### src/rtl/ldpc_sched_pkg.sv
// Shared types and defaults for the layered LDPC iteration scheduler.
package ldpc_sched_pkg;

  localparam int unsigned NUM_LAYERS_DEF = 8;
  localparam int unsigned ITER_W_DEF     = 5;

  typedef enum logic [2:0] {
    ST_IDLE  = 3'd0,
    ST_LOAD  = 3'd1,
    ST_LAYER = 3'd2,
    ST_WAIT  = 3'd3,
    ST_CHECK = 3'd4,
    ST_OUT   = 3'd5
  } sched_state_t;

  typedef struct packed {
    logic [ITER_W_DEF-1:0] iters;
    logic                  pass;
  } sched_result_t;

endpackage

### src/rtl/ldpc_dec_sched.sv
// Iteration scheduler for the layered LDPC decoder core: LLR load, per-layer
// sequencing, syndrome check and result handshake.
// Optional build macro LDPC_EARLY_TERM_EN: stop as soon as the syndrome is zero.
module ldpc_dec_sched
  import ldpc_sched_pkg::*;
#(
  parameter int unsigned NUM_LAYERS = NUM_LAYERS_DEF,
  parameter int unsigned ITER_W     = ITER_W_DEF,
  parameter int unsigned LAYER_W    = $clog2(NUM_LAYERS)
) (
  input  logic               clk,
  input  logic               rst,
  input  logic               cb_valid,
  output logic               cb_ready,
  input  logic [ITER_W-1:0]  cb_max_iter,
  output logic               load_start,
  input  logic               load_done,
  output logic               layer_start,
  output logic [LAYER_W-1:0] layer_idx,
  input  logic               layer_done,
  input  logic               syn_zero,
  output logic               out_valid,
  input  logic               out_ready,
  output logic [ITER_W-1:0]  out_iters,
  output logic               out_pass,
  output logic               busy
);

  localparam logic [LAYER_W-1:0] LAST_LAYER = LAYER_W'(NUM_LAYERS - 1);
  localparam logic [ITER_W-1:0]  ONE_ITER   = ITER_W'(1);

`ifdef LDPC_EARLY_TERM_EN
  localparam logic EARLY_TERM = 1'b1;
`else
  localparam logic EARLY_TERM = 1'b0;
`endif

  sched_state_t      state;
  logic [ITER_W-1:0] max_iter;
  logic [ITER_W-1:0] iter_cnt;
  logic              terminate_c;

  // Termination decision evaluated while in CHECK.
  assign terminate_c = (EARLY_TERM && syn_zero) || (iter_cnt == max_iter);

  // Scheduler FSM with registered outputs and the layer/iteration counters.
  always_ff @(posedge clk) begin
    if (rst) begin
      state       <= ST_IDLE;
      cb_ready    <= 1'b0;
      load_start  <= 1'b0;
      layer_start <= 1'b0;
      layer_idx   <= '0;
      out_valid   <= 1'b0;
      out_iters   <= '0;
      out_pass    <= 1'b0;
      busy        <= 1'b0;
      max_iter    <= ONE_ITER;
      iter_cnt    <= '0;
    end else begin
      load_start  <= 1'b0;
      layer_start <= 1'b0;
      case (state)
        ST_IDLE: begin
          cb_ready <= 1'b1;
          if (cb_ready && cb_valid) begin
            max_iter   <= (cb_max_iter == '0) ? ONE_ITER : cb_max_iter;
            iter_cnt   <= '0;
            cb_ready   <= 1'b0;
            busy       <= 1'b1;
            load_start <= 1'b1;
            state      <= ST_LOAD;
          end
        end
        ST_LOAD: begin
          if (load_done) begin
            layer_idx   <= '0;
            layer_start <= 1'b1;
            state       <= ST_LAYER;
          end
        end
        ST_LAYER: begin
          state <= ST_WAIT;
        end
        ST_WAIT: begin
          if (layer_done) begin
            if (layer_idx < LAST_LAYER) begin
              layer_idx   <= layer_idx + LAYER_W'(1);
              layer_start <= 1'b1;
              state       <= ST_LAYER;
            end else begin
              layer_idx <= '0;
              iter_cnt  <= iter_cnt + ONE_ITER;
              state     <= ST_CHECK;
            end
          end
        end
        ST_CHECK: begin
          if (terminate_c) begin
            out_iters <= iter_cnt;
            out_pass  <= syn_zero;
            out_valid <= 1'b1;
            state     <= ST_OUT;
          end else begin
            layer_start <= 1'b1;
            state       <= ST_LAYER;
          end
        end
        ST_OUT: begin
          if (out_ready) begin
            out_valid <= 1'b0;
            cb_ready  <= 1'b1;
            busy      <= 1'b0;
            state     <= ST_IDLE;
          end
        end
        default: begin
          state <= ST_IDLE;
        end
      endcase
    end
  end

endmodule

### config.mk
export PLATFORM = sky130hd
export DESIGN_NAME = ldpc_dec_sched
export DESIGN_NICKNAME = d
export VERILOG_FILES = /design/src/rtl/ldpc_sched_pkg.sv /design/src/rtl/ldpc_dec_sched.sv
export SDC_FILE = /design/constraint.sdc
export NUM_CORES = 1
export LEC_CHECK = 0
export ABC_CLOCK_PERIOD_IN_PS = 1670
export CORE_MARGIN = 10
export CORE_UTILIZATION = 50
export DETAILED_ROUTE_END_ITERATION = 10
export PLACE_DENSITY_LB_ADDON = 0.12
export SKIP_LAST_GASP = 1
export SLEW_MARGIN = 20
export SYNTH_ARGS = -nofsm -noshare
export SYNTH_HDL_FRONTEND = slang
export SYNTH_SLANG_ARGS = --single-unit
### constraint.sdc
create_clock -name clk -period 1.67 [get_ports clk]
set_input_delay 0.2505 -clock clk [delete_from_list [all_inputs] [get_ports clk]]
set_output_delay 0.2505 -clock clk [all_outputs]
set_load 0.01 [all_outputs]
# Word level (Yosys, flattened, before mapping)
# Cells that the tools add are included.
# totals
mem_count	0
ff_bits	27
out_inout_bits	14
ramBits	0
latchBits	0
elab_cells	73
romBits	0
# op_classes
multipliers	0
n_mux	30
n_shift	0
n_div	0
order_cmp	1
bitwise	1
reduce_logical	16
n_eq_ne	12
addsub	2
# op_table
cell	n
$mux 3	9
$mux 5	4
$pmux 3 s6	1
$ne 2x2->1 const B	6
$mux 1	10
$pmux 5 s2	1
$reduce_and 3->1	3
$reduce_and 4->1	2
$reduce_bool 2->1	4
$eq 3x2->1 const B	2
$eq 3x3->1 const B	2
$pmux 1 s2	3
$pmux 3 s2	1
$reduce_and 2->1	3
$add 5x1->5 const B	1
$eq 5x5->1	1
$logic_not 5->1	1
$add 3x1->3 const B	1
$eq 3x1->1 const B	1
$logic_not 3->1	1
$lt 3x3->1 const B	1
$pmux 1 s3	1
$reduce_or 2->1	1
$logic_and 1x1->1	1
$not 1->1	1

# Logic depth before layout (Yosys ltp)
# Gate-level depths: netlist of run 1.
# depth
depth_word	4
mapped_depth	7
mapped_depth_nobuf	4

# Worst setup path after synthesis of run 1
# Ideal clock, no wire load.
# synth_timing
kind	reg-to-reg
startpoint	register layer_idx[0]
endpoint	register iter_cnt[3]
setup_ps	70
synth_period_minus_slack_ps	1566
slack_ps	104
stages_incl_launch_ff	5
t_required_ps	1600
arrival_ps	1496
path_cell_list	dfxtp_1 and3_2 a41oi_2 or4_1 a21oi_1
# synth_between
elab_chain_cells	3
# synth_lines
element	line	rtl
from (decl)	ldpc_dec_sched.sv:19	output logic [LAYER_W-1:0] layer_idx,
from (signal assigned)	ldpc_dec_sched.sv:88	layer_idx <= layer_idx + LAYER_W'(1);
$lt 3x3->1	ldpc_dec_sched.sv:87	if (layer_idx < LAST_LAYER) begin
$ne 2x2->1 (no source line)	--	
$reduce_and 4->1 (no source line)	--	
to (signal assigned)	ldpc_dec_sched.sv:93	iter_cnt <= iter_cnt + ONE_ITER;
to (decl)	ldpc_dec_sched.sv:40	logic [ITER_W-1:0] iter_cnt;
# Every way passes these cells.
# A chain may end at the register's enable or synchronous reset.

# Worst setup path in the final report of run 1
# layout_timing
startpoint	register layer_idx[1]
endpoint	output port layer_idx[1]
# No word-level cell between the ends.

==> reports/metrics.cfg, run 1 <==
[synthesis]
synth_ff_type = dfxtp_1
synth_seq_cells = 27
synthesis.area_mm2 = 0.001349
syn_inst = 158
yosys_warnings = 0
seq_area_frac_synth_pct = 40.07
synth_fp_nets = 172
synth-edff-count = 0
ys_types = 39
synthArstFlopShare_pct = 0
syn_area_per_cell_um2 = 8.537

[global_route]
antenna_found_initial = 0
grt_usage_pct = 12.56
gr-total-overflow = 0
grt_pass1_vias = 1230
grt_pass1_wl_um = 5485
grt_max_degree = 20

[clocking]
cts_root_buf = clkbuf_4
path_clk_slew_ns = 0.14
htreeDepth = 1
cts_hold_buf = 0
clkLatencyLatePin_ns = 0.32
cts_made_buffers = 3
post-cts-setup-buffers = 0
cts_tree = done
cts_resized = 0
clk_path_buf_depth = 2
clock-sinks = 27

[setup_path]
rr_endpoint = iter_cnt[4]
r2r_start = layer_idx[2]
required_ns = 1.42
r2r.worst_path.cells = 4
cp_max_fo = 4
endpoint_kind = output pin
r2r_setup_slack_ns = 0.08
worstSetupPathType = reg -> out
startpoint_type = flip-flop
arrival_ns = 1.35

[timing]
period_share_pct = 95.94
min_period_ns = 1.602
setup_viol = 0
skew_ns = 0.002005
tightestPinTransition_ns = 0.4501
slew_viol_final = 0
finalHoldViolations = 0
fmax_mhz = 624.1
fin_setup_tns_ns = 0
slew_headroom_pct = 69.81

[min_path]
hold_depth = 2
hold_path_end = out_iters[0]
hold_start = out_iters[0]
min_path_type = reg -> reg

[power]
powerDensity_mw_per_mm2 = 936.5
clock_power_share_pct = 17.2
switching_power_mw = 0.5582
total_power_mw = 1.646
power_frac_seq_pct = 47.8
ir_drop_uv = 628.2
p_comb_share_pct = 35.0
intPower_mw = 1.088
sw_frac_of_total_pct = 33.91
p_leak_nw = 0.6206

[placed_design]
io_buffers = 25
dp_hpwl_um = 2498
place_congestion = 0.8153

[routing]
ant_nets = 0
drt_iter0_markers = 117
wirelength_um = 3232
viasPerCell = 5.759
num_vias = 1267
wl_per_cell_um = 14.69
drcViolationCount = 0
dr.pass1.iters = 4

[die]
io_pins = 26
chipWidth_um = 71.94
start_util_pct = 53.47
rows = 18
dieArea_mm2 = 0.005175
core_area_mm2 = 0.002522
fp.dieH_um = 71.94

[final_layout]
drive_gt1_share_pct = 14.21
fill_cells = 214
synthToLayoutAreaGrowth_pct = 30.33
fin_nets = 205
diodes = 0

[run]
drv_cap = 0

[outcome]
status = finished, final reports clean

==> critical path: stages (launching register included) <==
cell and delay [ns]:
dfxtp_1 0.36, buf_4 0.13, clkdlybuf4s50_1 0.54
==> cell usage in the layout (no fill, tap or decap), types with 2 or more instances in the layout <==
cell and count:
a211oi_1 2, a21oi_1 21, and3_1 2, buf_4 12, clkbuf_4 3, clkdlybuf4s50_1 25
dfxtp_1 25, ha_1 2, inv_1 3, mux2i_1 5, nand2_1 5, nand2b_1 2
nand3_1 11, nand4b_1 2, nor2_1 16, nor3b_1 2, o21ai_0 9, o21ai_1 2
o31ai_1 5, or3b_1 4, or4_1 2, xnor2_1 5
==> cells in the mapped netlist (2+ instances only) <==
cell      instances  area share [%]
or3b_1            4             2.6
o31ai_1           6             3.3
and3b_1           2             1.3
o21ai_1           2            0.74
a21oi_1          22             8.2
nand2_1           5             1.4
ha_1              2             1.9
nand3_1          11             4.1
nand4b_1          2             1.3
buf_2             4             1.5
o21ai_0           9             3.3
or4_1             3             1.7
inv_1             3            0.83
nor2_1           16             4.5
mux2i_1           5             3.7
and3_1            2            0.93
xnor2_1           5             3.2
a211oi_1          2             1.1
dfxtp_1          27              40
nor3b_1           2             1.1
clkbuf_1          5             1.4
nand2b_1          2            0.93
==> registers in the layout, summed over array words and instances, names as in the netlist <==
register     cells
out_pass         1
max_iter         5
load_start       1
layer_idx        3
layer_start      1
iter_cnt         5
out_iters        5
out_valid        1
state            3
busy             1
cb_ready         1
==> cell families after synthesis <==
kind of cell / Yosys count / synth area share (%)
AOI/OAI and AO/OA: 45 / 19.76
buffers and inverters: 13 / 4.268
xor gates and xnor gates: 5 / 3.247
and+or+nand+nor: 61 / 27.09
adders and majority gates: 2 / 1.855
muxes: 5 / 3.711
DFF: 27 / 40.07
==> per-layer routing <==
metal | vias up | GRT usage, % | part of all wire, %
met4 | 0 | 4.731 | 1.7
met5 | - | 0 | 0
met1 | 578 | 15.10 | 47
li1 | 638 | - | -
met2 | 45 | 20.10 | 44
met3 | 6 | 4.354 | 8.0
==> how the worst max path moves through the flow <==
stage | startpoint | endpoint | depth (start not counted)
after floorplan | layer_idx[0] | iter_cnt[3] | 4
after global placement | cb_valid | iter_cnt[4] | 5
after detailed placement | cb_valid | iter_cnt[3] | 5
after CTS | layer_idx[1] | layer_idx[1] | 2
after global routing | state[0] | state[0] | 5
final | layer_idx[1] | layer_idx[1] | 2
==> final cells by class <==
type / instances / area (um2) / area share [%]
Multi-Input combinational cell: 118 / 775.7 / 44.13
Tap cell: 30 / 37.54 / 2.135
Clock inverter: 1 / 5.005 / 0.2847
Sequential cell: 27 / 545.5 / 31.03
Clock buffer: 3 / 22.52 / 1.281
Timing Repair Buffer: 38 / 360.3 / 20.50
Inverter: 3 / 11.26 / 0.6406
==> power by group through the flow <==
stage | Sequential, mW | Combinational (mW) | Clock (mW)
floorplan | 0.777 | 0.367 | 0
finish | 0.787 | 0.576 | 0.282
global route | 0.800 | 0.638 | 0.313
CTS | 0.778 | 0.556 | 0.300
global placement | 0.791 | 0.545 | 0
detailed placement | 0.792 | 0.553 | 0
==> through the flow <==
stage                     setup WS, ns  hold WS [ns]  area (um2)  util, %  cells
after floorplan                 0.1044        0.3977        1349        -    158
after global placement         -0.2068        0.4629        1700    67.41    216
after CTS                      0.04147        0.4752        1728    68.50    220
after detailed placement       -0.2600        0.4699        1700    67.41    216
after global routing          -0.03273        0.4900        1758    69.69    220
final                          0.06779        0.4907        1758    69.69    220
Power figures use the tool's default switching activity.
==> inputs of run 2 (changes only) <==
CELL_PAD_IN_SITES_DETAIL_PLACEMENT = 0   (was not set)
CELL_PAD_IN_SITES_GLOBAL_PLACEMENT = 2   (was not set)
CORE_UTILIZATION = 30   (was 50)
==> run 2 against run 1 <==
Effect of this change:
- sequential power about the same
- clock-buffer cell count unchanged
- via count increased by 1.7%
- routed wire length increased by 7.4%
- clock skew increased by 0.0040 ns
- maximum frequency increased by 3.3%
- hold slack got worse by 0.0012 ns
- critical path depth increased by 3
- total power increased by 7.0%
- final cell count increased by 12%
- largest power group unchanged
- highest routed layer unchanged
==> reports/metrics.cfg, run 2 (synthesis results as in run 1) <==
[final_layout]
synthToLayoutAreaGrowth_pct = 34.69
fill_cells = 433  ; +100%
top_regs = iter_cnt: 5 flops, max_iter: 5 flops, out_iters: 5 flops
fin_nets = 210  ; +2.4%
fin_util_pct = 41.72  ; -28 points
drive_gt1_share_pct = 14.87  ; +0.66 points
final_area_mm2 = 0.001817  ; +3.3%
mostFrequentLayoutCell = clkdlybuf4s50_1
diodes = 0  ; unchanged
layout_common_cells = clkdlybuf4s50_1, dfxtp_1, a21oi_1, buf_4, nor2_1

[die]
core_area_mm2 = 0.004354  ; +73%
io_pins = 26  ; unchanged
chipWidth_um = 87.05  ; +21%
rows = 24  ; +6
start_util_pct = 30.98  ; -22 points
dieArea_mm2 = 0.007578  ; +46%
fp.dieH_um = 87.05  ; +21%

[power]
total_power_mw = 1.761  ; +7.0%
powerDensity_mw_per_mm2 = 969.3  ; +3.5%
p_leak_nw = 0.6464  ; +4.2%
ir_drop_uv = 349.0  ; -44%

[placed_design]
io_buffers = 25  ; unchanged
place_congestion = 0.7630  ; -6.4%
dpl-instance-area_mm2 = 0.001745  ; +2.6%
dp_hpwl_um = 2723  ; +9.0%
post-place-ws_ns = -0.3372  ; -0.07726 ns

[routing]
wirelength_um = 3472  ; +7.4%
dr.pass1.iters = 4  ; unchanged
drcViolationCount = 0  ; unchanged
wl_per_cell_um = 14.06  ; -4.3%
met3_length_um = 247  ; -3.9%
ant_nets = 0  ; unchanged
drt_iter0_markers = 59  ; -50%
top_layer_used = met4
met1_length_um = 1761  ; +17%
num_vias = 1289  ; +1.7%
viasPerCell = 5.219  ; -9.4%
wl_met2_um = 1431  ; +1.6%

[setup_path]
endpoint_kind = flip-flop
worstSetupPathType = reg -> reg
required_ns = 1.88  ; +0.46 ns
arrival_ns = 1.76  ; +0.41 ns
startpoint_type = flip-flop
cp_max_fo = 8  ; +4

[clocking]
cts_root_buf = clkbuf_8
clkLatencyLatePin_ns = 0.28  ; -0.04 ns
cts_tree = done
htreeDepth = 1  ; unchanged
path_clk_slew_ns = 0.10  ; -0.04 ns
clk_path_buf_depth = 2  ; unchanged
clock-sinks = 27  ; unchanged
cts_made_buffers = 3  ; unchanged

[outcome]
status = finished, final reports clean

[global_route]
antenna_found_initial = 0  ; unchanged
grt_max_degree = 20  ; unchanged
grt_usage_pct = 9.433  ; -3.1 points
gr-total-overflow = 0  ; unchanged
grt_pass1_wl_um = 5927  ; +8.1%
grt_pass1_vias = 1269  ; +3.2%

[timing]
setup_ws_ns = 0.1196  ; +0.05176 ns
skew_ns = 0.005962  ; +0.003958 ns
min_period_ns = 1.550  ; -0.05176 ns
tightestPinTransition_ns = 0.3886  ; -0.06148 ns
fmax_mhz = 645.0  ; +3.3%
slew_viol_final = 0  ; unchanged
slew_headroom_pct = 73.73  ; +3.9 points
grt_setup_unrepaired = true
setup_viol = 0  ; unchanged
period_share_pct = 92.84  ; -3.1 points
finalHoldViolations = 0  ; unchanged

[run]
drv_cap = 0  ; unchanged

[min_path]
min_path_type = reg -> reg

-- run 2: area by class of cell --
type,instances,area [um2],area share (%)
Sequential cell,27,546.8,30.10
Clock inverter,1,5.005,0.2755
Clock buffer,3,41.29,2.273
Multi-Input combinational cell,118,762.0,41.94
Timing Repair Buffer,43,385.4,21.21
Inverter,3,11.26,0.6198
Tap cell,52,65.06,3.581
-- run 2: timing repair --
item / in CTS / in global routing
setup endpoints to repair: 2 / 5
setup buffers: 0 / 1
hold buffers: 0 / 0
pin swaps: 1 / 3
gates resized for setup: 1 / 4
-- run 2: worst paths after layout --
kind	start	end	slack, ns	cells past startpoint
setup reg to reg	state[1]	iter_cnt[0]	0.12	5
hold reg to reg	out_iters[1]	out_iters[1]	0.49	2
hold / removal	out_iters[1]	out_iters[1]	0.49	2
setup / recovery	state[1]	iter_cnt[0]	0.12	5
-- run 2: critical path: stages (launching register included) --
cell and delay (ns):
dfxtp_4 0.39, nor4bb_4 0.37, a41oi_4 0.11, buf_4 0.18, or3_1 0.30, a21oi_1 0.15
-- run 2: layer usage --
| layer | global-route usage, % | vias to the layer above |
|---|---|---|
| li1 | - | 653 |
| met2 | 13.86 | 29 |
| met1 | 12.73 | 603 |
| met4 | 2.651 | 0 |
| met5 | 0 | - |
| met3 | 3.090 | 4 |
-- run 2: per-stage QoR --
stage | TNS [ns] | hold slack, ns | cells
after floorplan | 0 | 0.3977 | 158
after global placement | -2.061 | 0.4658 | 242
after detailed placement | -2.548 | 0.4772 | 242
after CTS | 0 | 0.4916 | 246
after global routing | -0.009826 | 0.5293 | 247
final | 0 | 0.4895 | 247
-- run 2: power by group --
part	switching, mW	internal, mW
Clock	0.213	0.167
Sequential	0.0786	0.708
Combinational	0.286	0.308
Total	0.578	1.18
